==> src/rtl/tri_sched_pkg.sv <==
// Shared parameter defaults and scheduler state encoding for the triangle
// scheduler and its rasteriser-side consumers.
package rast_params;

  localparam int SIGFIG_D       = 24;
  localparam int RADIX_D        = 10;
  localparam int VERTS_D        = 3;
  localparam int AXIS_D         = 3;
  localparam int COLORS_D       = 3;
  localparam int DRAIN_CYCLES_D = 16;

  typedef enum logic [1:0] {
    RUN   = 2'd0,
    DRAIN = 2'd1,
    APPLY = 2'd2
  } sched_state_e;

endpackage

==> src/rtl/tri_sched_if.sv <==
// Two-requester triangle offer bus: per-requester valid/ready plus triangle
// and colour payloads.
interface tri_sched_if
  import rast_params::*;
#(
  parameter int SIGFIG = SIGFIG_D,
  parameter int VERTS  = VERTS_D,
  parameter int AXIS   = AXIS_D,
  parameter int COLORS = COLORS_D
);
  logic [1:0]                                   req_valid_H;
  logic [1:0]                                   req_ready_H;
  logic [1:0][VERTS-1:0][AXIS-1:0][SIGFIG-1:0]  req_tri_S;
  logic [1:0][COLORS-1:0][SIGFIG-1:0]           req_color_U;

  modport master (
    output req_valid_H, req_tri_S, req_color_U,
    input  req_ready_H
  );

  modport slave (
    input  req_valid_H, req_tri_S, req_color_U,
    output req_ready_H
  );
endinterface

==> src/rtl/tri_sched_rr_arb2.sv <==
// Two-way round-robin arbiter; the pointer remembers the last winner and only
// moves when a grant is actually issued.
module rr_arb2 (
  input  logic       clk,
  input  logic       rst,
  input  logic [1:0] i_req,
  input  logic       i_en,
  output logic [1:0] o_gnt
);
  logic r_last;

  always_comb begin
    o_gnt = '0;
    if (i_en) begin
      case (i_req)
        2'b01:   o_gnt = 2'b01;
        2'b10:   o_gnt = 2'b10;
        2'b11:   o_gnt = r_last ? 2'b01 : 2'b10;
        default: o_gnt = '0;
      endcase
    end
  end

  always_ff @(posedge clk) begin
    if (rst) begin
      r_last <= 1'b1;
    end else if (|o_gnt) begin
      r_last <= o_gnt[1];
    end
  end
endmodule

==> src/rtl/tri_sched.sv <==
// Triangle scheduler: merges two requesters into a single registered rasteriser
// slot and applies screen/subsample changes only after the pipe has drained.
module tri_sched
  import rast_params::*;
#(
  parameter int SIGFIG       = SIGFIG_D,
  parameter int RADIX        = RADIX_D,
  parameter int VERTS        = VERTS_D,
  parameter int AXIS         = AXIS_D,
  parameter int COLORS       = COLORS_D,
  parameter int DRAIN_CYCLES = DRAIN_CYCLES_D
) (
  input  logic                                 clk,
  input  logic                                 rst,
  tri_sched_if.slave                           req_if,
  input  logic                                 cfg_valid_H,
  output logic                                 cfg_ready_H,
  input  logic [1:0][SIGFIG-1:0]               cfg_screen_S,
  input  logic [3:0]                           cfg_subSample_U,
  output logic [VERTS-1:0][AXIS-1:0][SIGFIG-1:0] tri_R10S,
  output logic [COLORS-1:0][SIGFIG-1:0]        color_R10U,
  output logic                                 validTri_R10H,
  input  logic                                 halt_RnnnnL,
  output logic [1:0][SIGFIG-1:0]               screen_RnnnnS,
  output logic [3:0]                           subSample_RnnnnU
);
  localparam int CNT_W = $clog2(DRAIN_CYCLES + 1);

  if (DRAIN_CYCLES < 1 || RADIX > SIGFIG) begin : g_param_check
    $error("tri_sched: DRAIN_CYCLES must be >= 1 and RADIX <= SIGFIG");
  end

  sched_state_e                          r_state, w_state_nxt;
  logic [CNT_W-1:0]                      r_drain_cnt;
  logic                                  r_valid;
  logic                                  r_cfg_ready;
  logic [VERTS-1:0][AXIS-1:0][SIGFIG-1:0] r_tri;
  logic [COLORS-1:0][SIGFIG-1:0]         r_color;
  logic [1:0][SIGFIG-1:0]                r_screen;
  logic [3:0]                            r_subsample;
  logic                                  w_accept;
  logic                                  w_slot_free;
  logic                                  w_grant_en;
  logic                                  w_drain_done;
  logic                                  w_sel;
  logic [1:0]                            w_gnt;

  assign w_accept     = r_valid & halt_RnnnnL;
  assign w_slot_free  = ~r_valid | halt_RnnnnL;
  assign w_drain_done = (r_drain_cnt == CNT_W'(DRAIN_CYCLES));
  assign w_sel        = w_gnt[1];

  always_ff @(posedge clk) begin
    if (rst) begin
      r_state <= RUN;
    end else begin
      r_state <= w_state_nxt;
    end
  end

  always_comb begin
    w_state_nxt = r_state;
    w_grant_en  = 1'b0;
    unique case (r_state)
      RUN: begin
        if (cfg_valid_H) begin
          w_state_nxt = DRAIN;
        end else begin
          w_grant_en = w_slot_free & ~rst;
        end
      end
      DRAIN:   if (w_drain_done) w_state_nxt = APPLY;
      APPLY:   w_state_nxt = RUN;
      default: w_state_nxt = RUN;
    endcase
  end

  rr_arb2 u_arb (
    .clk   (clk),
    .rst   (rst),
    .i_req (req_if.req_valid_H),
    .i_en  (w_grant_en),
    .o_gnt (w_gnt)
  );

  assign req_if.req_ready_H = w_gnt;

  always_ff @(posedge clk) begin
    if (rst) begin
      r_valid <= 1'b0;
      r_tri   <= '0;
      r_color <= '0;
    end else if (|w_gnt) begin
      r_valid <= 1'b1;
      r_tri   <= req_if.req_tri_S[w_sel];
      r_color <= req_if.req_color_U[w_sel];
    end else if (w_accept) begin
      r_valid <= 1'b0;
    end
  end

  // Counts consecutive idle-and-ready cycles; anything else restarts the count.
  always_ff @(posedge clk) begin
    if (rst || r_state != DRAIN) begin
      r_drain_cnt <= '0;
    end else if (!r_valid && halt_RnnnnL) begin
      if (!w_drain_done) r_drain_cnt <= r_drain_cnt + 1'b1;
    end else begin
      r_drain_cnt <= '0;
    end
  end

  // Config loads on the edge entering APPLY so the pulse and new values coincide.
  always_ff @(posedge clk) begin
    if (rst) begin
      r_cfg_ready <= 1'b0;
      r_screen    <= '0;
      r_subsample <= '0;
    end else begin
      r_cfg_ready <= (w_state_nxt == APPLY);
      if (w_state_nxt == APPLY) begin
        r_screen    <= cfg_screen_S;
        r_subsample <= cfg_subSample_U;
      end
    end
  end

  assign validTri_R10H    = r_valid;
  assign tri_R10S         = r_tri;
  assign color_R10U       = r_color;
  assign cfg_ready_H      = r_cfg_ready;
  assign screen_RnnnnS    = r_screen;
  assign subSample_RnnnnU = r_subsample;
endmodule

==> src/flat_wrapper.sv <==
// flat-port wrapper written by rule: the top's interface ports become plain ports
module tri_sched_flat import rast_params::*;
#(
  parameter int SIGFIG       = SIGFIG_D,
  parameter int RADIX        = RADIX_D,
  parameter int VERTS        = VERTS_D,
  parameter int AXIS         = AXIS_D,
  parameter int COLORS       = COLORS_D,
  parameter int DRAIN_CYCLES = DRAIN_CYCLES_D
)
  (clk, rst, cfg_valid_H, cfg_ready_H, cfg_screen_S, cfg_subSample_U, tri_R10S, color_R10U, validTri_R10H, halt_RnnnnL, screen_RnnnnS, subSample_RnnnnU, req_if_req_valid_H, req_if_req_tri_S, req_if_req_color_U, req_if_req_ready_H);
  tri_sched_if #(.SIGFIG(SIGFIG), .VERTS(VERTS), .AXIS(AXIS), .COLORS(COLORS)) req_if_i ();
  input  logic clk;
  input  logic rst;
  input  logic cfg_valid_H;
  output logic cfg_ready_H;
  input  logic [1:0][SIGFIG-1:0] cfg_screen_S;
  input  logic [3:0] cfg_subSample_U;
  output logic [VERTS-1:0][AXIS-1:0][SIGFIG-1:0] tri_R10S;
  output logic [COLORS-1:0][SIGFIG-1:0] color_R10U;
  output logic validTri_R10H;
  input  logic halt_RnnnnL;
  output logic [1:0][SIGFIG-1:0] screen_RnnnnS;
  output logic [3:0] subSample_RnnnnU;
  input wire logic [$bits(req_if_i.req_valid_H)-1:0] req_if_req_valid_H;
  input wire logic [$bits(req_if_i.req_tri_S)-1:0] req_if_req_tri_S;
  input wire logic [$bits(req_if_i.req_color_U)-1:0] req_if_req_color_U;
  output wire logic [$bits(req_if_i.req_ready_H)-1:0] req_if_req_ready_H;
  assign req_if_i.req_valid_H = req_if_req_valid_H;
  assign req_if_i.req_tri_S = req_if_req_tri_S;
  assign req_if_i.req_color_U = req_if_req_color_U;
  assign req_if_req_ready_H = req_if_i.req_ready_H;
  tri_sched #(.SIGFIG(SIGFIG), .RADIX(RADIX), .VERTS(VERTS), .AXIS(AXIS), .COLORS(COLORS), .DRAIN_CYCLES(DRAIN_CYCLES)) u_core (.clk(clk), .rst(rst), .req_if(req_if_i), .cfg_valid_H(cfg_valid_H), .cfg_ready_H(cfg_ready_H), .cfg_screen_S(cfg_screen_S), .cfg_subSample_U(cfg_subSample_U), .tri_R10S(tri_R10S), .color_R10U(color_R10U), .validTri_R10H(validTri_R10H), .halt_RnnnnL(halt_RnnnnL), .screen_RnnnnS(screen_RnnnnS), .subSample_RnnnnU(subSample_RnnnnU));
endmodule
==> config.mk <==
export PLATFORM = sky130hd
export DESIGN_NAME = tri_sched_flat
export DESIGN_NICKNAME = d
export VERILOG_FILES = /design/src/rtl/tri_sched_pkg.sv /design/src/rtl/tri_sched_if.sv /design/src/rtl/tri_sched_rr_arb2.sv /design/src/rtl/tri_sched.sv /design/src/flat_wrapper.sv
export SDC_FILE = /design/constraint.sdc
export NUM_CORES = 1
export LEC_CHECK = 0
export BUFFER_PORTS_ARGS = -buffer_cell sky130_fd_sc_hd__buf_2
export CORE_AREA = 2 2 382 384
export CTS_CLUSTER_SIZE = 10
export DETAILED_ROUTE_END_ITERATION = 8
export DIE_AREA = 0 0 384 386
export GPL_TIMING_DRIVEN = 0
export SYNTH_ARGS = -nofsm -noshare
export SYNTH_HDL_FRONTEND = slang
export SYNTH_SLANG_ARGS = --single-unit
==> constraint.sdc <==
create_clock -name clk -period 1.9 [get_ports clk]
set_clock_uncertainty 0.05 [all_clocks]
set_input_delay 0.19 -clock clk [delete_from_list [all_inputs] [get_ports clk]]
set_output_delay 0.19 -clock clk [all_outputs]
set_load 0.005 [all_outputs]
# Word level (Yosys, flattened, before mapping)
# Index checks and enable logic that the tools add are counted.
[op_classes]
mux = 14
n_reduce_logical = 7
order_cmp = 1
n_addsub = 1
eq_ne = 7
n_bitwise = 6
[ops]
columns = ["op", "n"]
rows = [
  ["$mux W216", 2],
  ["$mux W72", 2],
  ["$mux W2", 4],
  ["$eq A2 B2 Y1 const B", 3],
  ["$pmux W2 S3", 1],
  ["$add A5 B1 Y5 const B", 1],
  ["$eq A5 B5 Y1 const B", 1],
  ["$eq A2 B1 Y1 const B", 2],
  ["$mux W1", 4],
  ["$pmux W2 S2", 1],
  ["$reduce_or A2 Y1", 2],
  ["$not A1 Y1", 3],
  ["$and A1 B1 Y1", 2],
  ["$logic_not A2 Y1", 1],
  ["$lt A1 B2 Y1 const B", 1],
  ["$ne A2 B1 Y1 const B", 1],
  ["$reduce_bool A2 Y1", 1],
  ["$logic_and A1 B1 Y1", 1],
  ["$logic_not A1 Y1", 1],
  ["$logic_or A1 B1 Y1", 1],
  ["$or A1 B1 Y1", 1],
]
[totals]
register_bits = 350
out_inout_bits = 344
inputBits = 634

# Longest topological paths before layout
[logic_depth]
ltp_word = 8
mapped_depth = 7
ltp_nobuf = 5

# By module
# A second synthesis with hierarchy kept.
[unflattened]
cells_unflattened = 1520
area_unflattened_um2 = 16200.5
[by_module_without_submodules]
columns = ["mod", "n_inst", "cells_per_inst", "seq_area_each_um2", "area_per_inst_um2"]
rows = [
  ["tri_sched", 1, 1512, 6986.7, 16141.7],
  ["rr_arb2", 1, 8, 20.0, 58.8],
]

# Least setup slack after synthesis
# Ideal clock, no wire load.
[synth_timing]
path_kind = "reg-to-reg"
start = "register u_core.r_state[1]"
end = "register u_core.r_tri, in the netlist u_core.tri_R10S[100]"
arrival_ns = 1.424
setup_ns = 0.133
n_path_buf = 3
t_required_ns = 1.717
slack_ns = 0.293
path_stages_with_launch = 7
cell_sequence = "dfxtp_1 -> nor4_4 -> and3_1 -> buf_2 -> buf_2 -> buf_2 -> a311oi_1"
[synth_via]
elab_chain_len = 5
[synth_rtl]
columns = ["element", "line_no", "rtl"]
rows = [
  ["from (decl)", "tri_sched.sv:33", "sched_state_e r_state, w_state_nxt;"],
  ["from (signal assigned)", "tri_sched.sv:57", "r_state <= w_state_nxt;"],
  ["$logic_not A2 Y1 (*)", "tri_sched.sv:64", "unique case (r_state)"],
  ["$mux W1 (*)", "tri_sched.sv:64", ""],
  ["$mux W2 (*)", "tri_sched_rr_arb2.sv:14", "if (i_en) begin"],
  ["$mux W216 (implied by the code) (2 in a row)", "tri_sched.sv:95", "r_tri <= req_if.req_tri_S[w_sel];"],
  ["to (signal assigned)", "tri_sched.sv:95", ""],
  ["to (decl)", "tri_sched.sv:37", "logic [VERTS-1:0][AXIS-1:0][SIGFIG-1:0] r_tri;"],
]
# Mark *: on every way between the ends. The rest lies on a longest branch, timed or not. The select of a mux whose other input is x is not followed.
# A chain may end at the register's enable or synchronous reset.

# Final worst setup path
[layout_timing]
start = "register u_core.r_state[1]"
end = "output port req_if_req_ready_H[0]"
[layout_via]
elab_chain_len = 3
[layout_rtl]
columns = ["element", "line_no", "rtl"]
rows = [
  ["$logic_not A2 Y1", "tri_sched.sv:64", ""],
  ["$mux W1", "tri_sched.sv:64", ""],
  ["$mux W2", "tri_sched_rr_arb2.sv:14", ""],
  ["to (decl)", "flat_wrapper.sv:28", "output wire logic [$bits(req_if_i.req_ready_H)-1:0] req_if_req_ready_H;"],
]
# No other way between the ends.

==> run_results.csv <==
group,metric,value,unit
grt,grt_pass1_wl,202000,µm
synthesis,yosysTopAreaCell,"dfxtp_1",
placement,port_buffers,976,
worst_setup_path,crit_required,1660,ps
grt,antenna_found_initial,36,
floorplanning,std_cell_rows,140,
timing,finalCriticalPeriod,2180,ps
clocking,clk_pin_slew,60,ps
timing,max_freq,458,MHz
timing,layout_setup_ws,-283,ps
status,status,"complete, but fails checks",
synthesis,synth_top_area_share,44.8,%
worst_setup_path,start_kind,"flop",
floorplanning,die_y,386,µm
layout,final-seq-area,7010,µm²
min_path,hold_class,"input port to flop",
drt,drc,0,
clocking,clock_sinks,350,
worst_setup_path,arrival,1940,ps
synthesis,avgSynthCellArea,7.99,µm²
drt,wl_per_cell,28.0,µm
timing,rsz0062_at_grt,"yes",
worst_setup_path,endpoint_kind,"output port",
layout,final_cell_count_no_fill,5656,
timing,hold_slack,-42.5,ps
layout,area_growth,119,%
power_and_ir_drop,power.density,678,nW/µm²
clocking,clock_latency,620,ps
drt,ant_nets,0,
layout,drive_above_1_share,38.7,%
drt,routed-via-count,25100,
floorplanning,ioPinCount,978,
synthesis,synth_cells,1956,
worst_setup_path,path_max_fanout,3,
timing,finalMaxSlewViolations,0,
timing,setup_viol,172,
worst_setup_path,slowest_delay,350,ps
drt,wirelength,159000,µm
clocking,cts_buffers,47,
clocking,cts_tree,"built",
synthesis,yosysWarnings,0,
layout,multi_input_area,8340,µm²
min_path,hold_path_depth,4,
drt,drt-initial-drc-count,2239,
power_and_ir_drop,p_leak,14.4,nW
placement,dp_cells,4849,
timing,slew_headroom,16.6,%
synthesis,ys_seq_elements,350,
grt,grt.overflow.total,0,
clocking,cts_hold_buffers,630,
power_and_ir_drop,power,23.2,mW
worst_setup_path,cp_cell_sequence,"nor4_4 -> buf_4 -> buf_12 -> buf_12 -> nand3_4 -> nor2_4 -> buf_2",
timing,min_period_over_period,115,%
timing,tightest_slew,1250,ps
synthesis,netlist_area,15600,µm²
layout,nNetsFinal,4323,
clocking,clock_path_buffers,3,
clocking,clockRootBuffer,"clkbuf_16",
timing,fin_tns_setup,-7450,ps
grt,track_usage,19.6,%
layout,final_util,23.6,%
drt,dr.pass1.iters,6,
clocking,htreeDepth,2,
status,violations,"hold timing, setup timing",
synthesis,ys_types,28,
job,drv_cap,0,
worst_setup_path,r2r_cells,9,
synthesis,synthTopCellsByArea,"dfxtp_1 45%, a311oi_1 16%, nand2_1 14%",
synthesis,ys_seq_area_share,44.8,%
layout,n_fill_cell,15700,
placement,place_congestion,1.04,
worst_setup_path,slowest_stage,"dfxtp_4",
floorplanning,start_util,10.8,%
timing,hold_viol,1,
drt,via_per_inst,4.44,
worst_setup_path,critical_path_class,"flop to output port",
floorplanning,dieArea,148000,µm²
grt,grt_max_degree,14,
worst_setup_path,crit_top_cell,"buf_12",
placement,dpl.hpwl,121000,µm
power_and_ir_drop,ir_worst_vdd,0.631,mV
floorplanning,core,145000,µm²
floorplanning,dieWidth,384,µm
grt,grt_pass1_vias,24800,
synthesis,synth_nets,2592,
routing by layer:
| metal | routed length, µm | part of all wire (%) | track usage [%] | vias to the layer above |
|---|---|---|---|---|
| met5 | 242 | 0.15 | 0.650 | - |
| met4 | 10500 | 6.6 | 10.5 | 20 |
| met2 | 71600 | 45 | 31.6 | 1645 |
| met3 | 15000 | 9.5 | 6.24 | 429 |
| li1 | - | - | - | 10900 |
| met1 | 61300 | 39 | 23.2 | 12200 |
timing repair:
action | CTS | global route
gates cloned | 21 | 17
gates resized for setup | 372 | 256
pin swaps | 8 | 75
setup buffers | 46 | 23
setup endpoints to repair | 345 | 334
endpoints found under the hold margin | 347 | 1
synthesized netlist by cell type:
cell type and instances:
a2111oi_0 1, a211o_1 1, a21bo_2 1, a21boi_0 1, a21oi_1 54, a311oi_1 288, a31oi_1 288, and3_1 3
and4bb_2 1, buf_1 13, buf_2 92, clkbuf_1 151, dfxtp_1 350, ha_1 2, inv_1 2, nand2_1 579
nand2b_1 2, nand3_1 56, nand4bb_1 1, nor2_1 5, nor2b_1 2, nor3_1 5, nor4_4 1, o21ai_0 52
or2_2 1, or4_1 1, xnor2_1 1, xor2_1 2
cells in the final DEF (no fill, tap or decap), drive strengths merged, types with 2 or more instances in the layout:
master          n
a21oi          54
a311oi        288
a31oi         288
and3            3
buf          1152
bufbuf          2
bufinv          4
clkbuf        218
clkinv          7
dfxtp         350
diode          22
dlygate4sd3   630
ha              2
inv             5
nand2         579
nand2b          2
nand3          56
nor2            5
nor2b           2
nor3            5
o21ai          52
xor2            2
power by group:
part / total, mW / switching (mW) / internal, mW
registers: 8.04 / 0.317 / 7.72
clock network: 9.20 / 3.91 / 5.30
logic: 5.92 / 3.13 / 2.78
total: 23.2 / 7.36 / 15.8
area by class of cell:
type	count	area share, %
inverter	2	0.0220
buffer	244	6.07
sequential	350	20.5
timing repair buffer	1694	37.4
tap	1917	7.02
clock buffer	64	3.78
multi-input combinational	1348	24.4
antenna	22	0.161
clock inverter	15	0.641
critical path: cells and delay by family, from the launching register on:
kind | cells | cell delay, ps
buf+inv | 4 | 520
simple gates | 3 | 460
flops | 1 | 350
logic make-up (layout without fill, tap and decap cells):
group	count (synthesis)	in the layout	synth area share [%]
compound gates	686	686	31.3
buf+inv	258	2019	6.93
fa+ha+maj	2	2	0.160
flops	350	350	44.8
simple gates	657	657	16.6
other cells	0	22	0
xor+xnor	3	3	0.168
metrics by stage:
| step | instance area (µm²) | worst slack [ps] |
|---|---|---|
| finish | 34200 | -283 |
| global route | 34100 | -325 |
| CTS | 33000 | -311 |
| detailed placement | 22900 | -1380 |
| global placement | 22900 | -1530 |
| floorplan | 15600 | 293 |
path summary, 6_finish.rpt:
check	from	end	slack, ps
setup / recovery	u_core.r_state[1]	req_if_req_ready_H[0]	-280
hold / removal	req_if_req_valid_H[0]	u_core.u_arb.r_last	-40
setup reg to reg	u_core.r_state[1]	u_core.tri_R10S[97]	-110
hold reg to reg	u_core.screen_RnnnnS[11]	u_core.screen_RnnnnS[11]	420
flip-flops by register name, indices dropped and copies added, names as in the netlist:
signal,count
u_core.tri_R10S,216
u_core.r_state,2
u_core.validTri_R10H,1
u_core.subSample_RnnnnU,4
u_core.r_drain_cnt,5
u_core.u_arb.r_last,1
u_core.screen_RnnnnS,48
u_core.cfg_ready_H,1
u_core.color_R10U,72
Power figures use the tool's default switching activity.
